[config.mk]
export PLATFORM = sky130hd
export DESIGN_NAME = apb_uart_regs
export DESIGN_NICKNAME = d
export VERILOG_FILES = /design/src/rtl/apb_uart_pkg.sv /design/src/rtl/apb_uart_regs.sv
export SDC_FILE = /design/constraint.sdc
export NUM_CORES = 1
export LEC_CHECK = 0
export BUFFER_PORTS_ARGS = -buffer_cell sky130_fd_sc_hd__buf_2
export CAP_MARGIN = 25
export CORE_AREA = 2 2 54 66
export DETAILED_ROUTE_END_ITERATION = 10
export DIE_AREA = 0 0 56 68
export PLACE_DENSITY = 0.72
export SLEW_MARGIN = 15
export SYNTH_ARGS = -nofsm -noshare
export SYNTH_HDL_FRONTEND = slang
export SYNTH_SLANG_ARGS = --single-unit
[constraint.sdc]
create_clock -name clk -period 1.7 [get_ports clk]
set_input_delay 0.17 -clock clk [delete_from_list [all_inputs] [get_ports clk]]
set_output_delay 0.17 -clock clk [all_outputs]
set_load 0.1 [all_outputs]
[src/rtl/apb_uart_pkg.sv]
// rtl/apb_uart_pkg.sv - shared register map, FSM states and reset defaults for the UART register block
package apb_uart_pkg;

    localparam logic [2:0] ADDR_STATUS = 3'h0;
    localparam logic [2:0] ADDR_ERROR  = 3'h1;
    localparam logic [2:0] ADDR_BP_LO  = 3'h2;
    localparam logic [2:0] ADDR_BP_HI  = 3'h3;
    localparam logic [2:0] ADDR_DSIZE  = 3'h4;
    localparam logic [2:0] ADDR_RXDATA = 3'h6;

    localparam logic [13:0] BIT_PERIOD_RST = 14'd10;
    localparam logic [3:0]  DATA_SIZE_RST  = 4'd8;

    typedef enum logic [1:0] {
        ST_IDLE,
        ST_READ,
        ST_WRITE,
        ST_ERROR
    } apb_state_t;

    function automatic logic addr_readable(input logic [2:0] a);
        return (a != 3'h5) && (a != 3'h7);
    endfunction

    function automatic logic addr_writable(input logic [2:0] a);
        return (a == ADDR_BP_LO) || (a == ADDR_BP_HI) || (a == ADDR_DSIZE);
    endfunction

endpackage

[src/rtl/apb_uart_regs.sv]
// rtl/apb_uart_regs.sv - APB register slave configuring and reading the UART receiver
module apb_uart_regs
    import apb_uart_pkg::*;
(
    input  logic        clk,
    input  logic        n_rst,
    input  logic        psel,
    input  logic        penable,
    input  logic        pwrite,
    input  logic [2:0]  paddr,
    input  logic [7:0]  pwdata,
    output logic [7:0]  prdata,
    output logic        pslverr,
    input  logic [7:0]  rx_data,
    input  logic        data_ready,
    input  logic        overrun_error,
    input  logic        framing_error,
    output logic        data_read,
    output logic [13:0] bit_period,
    output logic [3:0]  data_size
);

    apb_state_t state;
    logic [2:0] addr_q;
    logic [7:0] rd_mux;

    // Address and direction are captured in the setup phase so the access phase ignores bus changes.
    always_ff @(posedge clk or negedge n_rst) begin
        if (!n_rst) begin
            state      <= ST_IDLE;
            addr_q     <= 3'h0;
            bit_period <= BIT_PERIOD_RST;
            data_size  <= DATA_SIZE_RST;
            data_read  <= 1'b0;
        end else begin
            data_read <= (state == ST_READ) && (addr_q == ADDR_RXDATA);
            case (state)
                ST_IDLE: begin
                    if (psel && !penable) begin
                        addr_q <= paddr;
                        if (pwrite)
                            state <= addr_writable(paddr) ? ST_WRITE : ST_ERROR;
                        else
                            state <= addr_readable(paddr) ? ST_READ : ST_ERROR;
                    end
                end
                ST_WRITE: begin
                    case (addr_q)
                        ADDR_BP_LO: bit_period[7:0]  <= pwdata;
                        ADDR_BP_HI: bit_period[13:8] <= pwdata[5:0];
                        ADDR_DSIZE: data_size        <= pwdata[3:0];
                        default: ;
                    endcase
                    state <= ST_IDLE;
                end
                default: state <= ST_IDLE;
            endcase
        end
    end

    always_comb begin
        rd_mux = 8'h00;
        case (addr_q)
            ADDR_STATUS: rd_mux = {7'b0, data_ready};
            ADDR_ERROR:  rd_mux = {6'b0, overrun_error, framing_error};
            ADDR_BP_LO:  rd_mux = bit_period[7:0];
            ADDR_BP_HI:  rd_mux = {2'b0, bit_period[13:8]};
            ADDR_DSIZE:  rd_mux = {4'b0, data_size};
            ADDR_RXDATA: rd_mux = rx_data;
            default:     rd_mux = 8'h00;
        endcase
    end

    assign prdata  = (state == ST_READ) ? rd_mux : 8'h00;
    assign pslverr = (state == ST_ERROR);

endmodule

== Word level (Yosys, flattened, before mapping) ==
Index checks and enable logic that the tools add are counted.

* Equal/unequal tests: 14
* Mux-type cells: 7
* Reduce and logical (&&, ||, !) cells: 12

{| class="wikitable"
|+ Operators with widths
! cell !! number
|-
| 8-bit case mux with 6 select lines || 1
|-
| 3-bit by 2-bit == test with 1-bit output (second input constant) || 4
|-
| 3-bit == test (second input constant) || 3
|-
| 2-bit two-way mux || 4
|-
| 8-bit two-way mux || 1
|-
| 2-bit AND reduction || 4
|-
| 3-bit != test (second input constant) || 2
|-
| 2-bit == test (second input constant) || 2
|-
| 3-bit by 1-bit == test with 1-bit output (second input constant) || 1
|-
| 1-bit logical AND || 3
|-
| 3-bit zero test || 1
|-
| 2-bit by 1-bit == test with 1-bit output (second input constant) || 1
|-
| 2-bit zero test || 1
|-
| 1-bit logical OR || 2
|-
| 2-bit != test (second input constant) || 1
|-
| 1-bit zero test || 1
|-
| 1-bit two-way mux || 1
|}

* Bits of input ports: 27
* Register bits after elaboration: 24
* Output and inout port bits: 28
* Logic and storage cells: 39

== Longest topological paths before layout ==
* Depth after elaboration: 7
* Mapped depth: 5
* Mapped depth without buffers: 3

== Worst setup path before layout ==
OpenSTA, ideal clock, no wires.

* Kind: register to output
* Start point: register bit_period[6]
* End point: output port prdata[6]
* Data required time: 1.530 ns
* Slack: -1.596 ns
* Data arrival time: 3.126 ns
* Stages on the path, launching flop included: 3
* Path through: dfrtp_1 > mux2i_1 > nor3_1

* Longest elaborated chain between the ends: 2

{| class="wikitable"
|+ Ends and longest elaborated chain
! item !! line !! RTL
|-
| from (decl) || apb_uart_regs.sv:19 || <nowiki>output logic [13:0] bit_period,</nowiki>
|-
| from (signal assigned) || apb_uart_regs.sv:49 || <nowiki>ADDR_BP_LO: bit_period[7:0] <= pwdata;</nowiki>
|-
| 8-bit case mux with 6 select lines || apb_uart_regs.sv:63 || <nowiki>case (addr_q)</nowiki>
|-
| 8-bit two-way mux || apb_uart_regs.sv:74 || <nowiki>assign prdata = (state == ST_READ) ? rd_mux : 8'h00;</nowiki>
|-
| to (decl) || apb_uart_regs.sv:12 || <nowiki>output logic [7:0] prdata,</nowiki>
|}

No other way between the ends.

== Worst setup path after layout ==
* Start point: register bit_period[8]
* End point: output port prdata[0]

The elaborated chain is that of the path after synthesis.

==> reports/qor.log <==
qor: run_status.run_status finished with violations
qor: run_status.failed_checks negative setup slack
qor: floorplan.fp.dieH 68 µm
qor: worst_hold_path.min_from pwrite
qor: route.ant_nets 0
qor: synthesis.syn-cell-area 1280 µm²
qor: global_routing.grt_residual_overflow 0
qor: global_routing.antenna_found_initial 0
qor: floorplan.floorplan.initialDensity 39.6%
qor: place.gpl.final_weighted_congestion 0.827
qor: worst_setup_path.r2r_end bit_period[4]
qor: route.routed_wl 3540 µm
qor: route.num_vias 1112
qor: global_routing.grtUsageTotal 18.7%
qor: timing.skew 0.00257 ns
qor: synthesis.synth_largest_type_area_fraction 41.2%
qor: timing.worst_slew_pin_slew 0.554 ns
qor: worst_setup_path.timing.critical_path.cells mux4_2, o2bb2ai_2, and2_4, buf_12
qor: clock_tree.worstSkewPairLatency 0.26 ns
qor: synthesis.yosys.area.top_type sky130_fd_sc_hd__dfrtp_1
qor: route.number_of_detailed_routing_iterations_run_before_antenna_repair 4
qor: floorplan.std_cell_rows 23
qor: route.m1WireLength 1340 µm
qor: route.met3WireLength 118 µm
qor: synthesis.ys_ff_latch 24
qor: route.uppermost_layer_routed met4
qor: worst_setup_path.crit_type reg2out
qor: synthesis.synthesis.instances 105
qor: clock_tree.clkSinkCount 24
qor: worst_setup_path.worst-r2r-setup-slack 0.11 ns
qor: worst_setup_path.rr_worst_depth 5
qor: worst_setup_path.path_buf_inv 1
qor: place.dp_hpwl 2550 µm
qor: power_and_ir_drop.worst_ir_drop_vdd 1.03 mV
qor: clock_tree.root_buffer_master sky130_fd_sc_hd__clkbuf_8
qor: clock_tree.htree_num_levels 1
qor: worst_setup_path.critical_path_required_time 1.53 ns
qor: worst_setup_path.critPathSlowestCell sky130_fd_sc_hd__dfrtp_4
qor: place.pre_cts_ws 0.0327 ns
qor: synthesis.yosys-top-cells-area sky130_fd_sc_hd__dfrtp_1 (41%), sky130_fd_sc_hd__mux2_2 (13%), sky130_fd_sc_hd__mux2i_1 (7.1%), sky130_fd_sc_hd__mux2_4 (7.1%), sky130_fd_sc_hd__dfstp_2 (6.2%)
qor: power_and_ir_drop.power_leakage 0.998 nW
qor: clock_tree.tritoncts_clock_tree done
qor: worst_setup_path.worst_path_dominant_cell_family flip-flops
qor: route.drt-initial-drc-count 17
qor: timing.layout_min_cycle_time 1.83 ns
qor: global_routing.grt_pass1_vias 1161
qor: worst_setup_path.start_kind flop
qor: worst_setup_path.cp_max_fo 2
qor: worst_setup_path.crit_path_end_kind primary output
qor: route.met2_length 2060 µm
qor: timing.post-route-worst-setup-slack -0.132 ns
qor: worst_setup_path.critical_path.reg2reg.startpoint addr_q[0]
qor: worst_hold_path.hold_path_end state[0]
qor: worst_setup_path.critical_path.max_stage_delay 0.48 ns
qor: synthesis.synth_sequential_area_ratio 47.4%
qor: clock_tree.cts.clk_slew.worst_paths 0.08 ns
qor: place.buffer_ports.inserted 54
qor: synthesis.synth.avg_cell_area 12.2 µm²
qor: synthesis.synth.distinct_cells 29
qor: worst_setup_path.cp_data_arrival_time 1.66 ns
qor: synthesis.top_cells_by_count_synth sky130_fd_sc_hd__dfrtp_1 (21), sky130_fd_sc_hd__mux2_2 (15), sky130_fd_sc_hd__nand2_1 (11)
qor: clock_tree.cts_max_path_buffers 2
qor: synthesis.yosysWarnings 0
qor: cells_and_area.finish.net_count 212
qor: worst_hold_path.hold_path.class in2reg
qor: timing.min_period_over_period 108%
qor: floorplan.coreArea 3220 µm²
qor: route.drc_errors 0
qor: synthesis.synthesized_netlist_net_count 132
qor: synthesis.most_instantiated_library_cell_after_synthesis sky130_fd_sc_hd__dfrtp_1
qor: synthesis.postSynth.topFlopCell sky130_fd_sc_hd__dfrtp_1
qor: cells_and_area.num_antenna_cells 0
qor: global_routing.grt_start_max_net_pins 25
qor: route.post_drt_wl_per_cell 16.0 µm
qor: synthesis.synth-edff-count 0
qor: timing.setup_viol 3
qor: cells_and_area.post_route_cells_drive_above_1_share 79.9%
qor: route.routed_via_density 5.03
qor: power_and_ir_drop.power_per_cell_area 1690 nW/µm²
qor: synthesis.synthArstFlopShare 100%
qor: floorplan.die_width 56 µm
qor: timing.finalSetupTns -0.191 ns
qor: timing.maximum_clock_rate 546 MHz
qor: cells_and_area.area_delta_synth_final 68.7%
qor: worst_hold_path.min_delay_path_depth 2
qor: clock_tree.cts_made_buffers 3
qor: timing.slew_violations 0
qor: timing.slew_headroom 63.1%
qor: timing.timing_hold_violations_final 0
qor: timing.rsz_0062_raised_after_global_routing yes
qor: global_routing.wire_length_of_the_first_global_routing_pass 5530 µm
qor: floorplan.ios 55
qor: run.drv.max_cap_violation_count 0
qor: floorplan.floorplan.die_area 3810 µm²
## placed cells by master, fill, tap and decap left out, types with 2 or more instances in the layout
cell type	instances
sky130_fd_sc_hd__nor3_4	3
sky130_fd_sc_hd__nand2_1	8
sky130_fd_sc_hd__buf_4	18
sky130_fd_sc_hd__mux2_2	13
sky130_fd_sc_hd__nand2b_4	2
sky130_fd_sc_hd__a21oi_1	3
sky130_fd_sc_hd__clkbuf_8	3
sky130_fd_sc_hd__dfrtp_1	3
sky130_fd_sc_hd__nor2_4	2
sky130_fd_sc_hd__dfstp_4	3
sky130_fd_sc_hd__mux2_4	8
sky130_fd_sc_hd__o21ai_0	2
sky130_fd_sc_hd__buf_12	9
sky130_fd_sc_hd__buf_6	5
sky130_fd_sc_hd__nor2b_4	2
sky130_fd_sc_hd__dfrtp_4	7
sky130_fd_sc_hd__mux2i_1	9
sky130_fd_sc_hd__a21oi_4	2
sky130_fd_sc_hd__o22a_1	2
sky130_fd_sc_hd__buf_2	46
sky130_fd_sc_hd__nor2_1	3
sky130_fd_sc_hd__dfrtp_2	11
## sequential cells by signal, summed over array words and instances, names as in the netlist
signal      count
bit_period     14
data_size       4
addr_q          3
state           2
data_read       1
## routing by layer
layer | vias up | track usage [%]
met5 | - | 0
met4 | 0 | 5.95
met3 | 2 | 3.40
met2 | 23 | 34.7
met1 | 553 | 22.1
li1 | 534 | -
## metrics by stage
step	power (mW)	hold WS (ns)	util, %	instance area [µm²]	std cells
floorplan	2.76	-0.126	-	1430	105
global placement	3.07	0.175	59.1	1900	205
detailed placement	3.11	0.185	59.1	1900	205
CTS	3.55	0.0799	64.2	2070	216
global route	3.77	0.0752	66.8	2150	221
finish	3.63	0.0838	66.8	2150	221
## kinds of logic (layout without fill, tap and decap cells)
logic type / Yosys count / count (layout) / synth area share, %
flip-flops: 24 / 24 / 47.4
AO/OA/AOI/OAI: 12 / 12 / 5.98
buffers and inverters: 6 / 85 / 3.14
multiplexers: 31 / 31 / 29.1
AND/OR/NAND/NOR: 32 / 32 / 14.4
## layout make-up
class | count | area [µm²]
fillers | 250 | 1070
multi-input cells | 75 | 787
flip-flops and latches | 24 | 656
repair buffers | 79 | 612
well taps | 37 | 46.3
clock buffers | 3 | 41.3
inverters | 2 | 7.51
clock inverters | 1 | 3.75
## report_power, final
| part | internal, mW | leakage (nW) | total [mW] | switching [mW] |
|---|---|---|---|---|
| combinational | 0.608 | 0.699 | 2.29 | 1.68 |
| sequential | 0.846 | 0.275 | 0.998 | 0.151 |
| clock | 0.162 | 0.0231 | 0.343 | 0.182 |
| total | 1.62 | 0.998 | 3.63 | 2.02 |
## worst max-delay path by stage
stage,start,end,slack [ns],cells past startpoint
6_report,bit_period[8],prdata[0],-0.13,4
5_1_grt,addr_q[0],prdata[0],-0.18,4
4_1_cts,bit_period[8],prdata[0],-0.15,4
3_5_place_dp,bit_period[8],prdata[0],0.03,4
3_3_place_gp,bit_period[8],prdata[0],0.04,4
2_1_floorplan,bit_period[6],prdata[6],-0.17,2
## what timing repair did
action / in CTS / in global routing
endpoints found under the setup margin: 8 / 14
pin swaps: 7 / 7
gates resized for setup: 16 / 12
hold endpoints to repair: 21 / 0
hold buffers: 1 / 0
setup buffers: 6 / 5
Note: power is estimated with default switching activity, not from simulation.
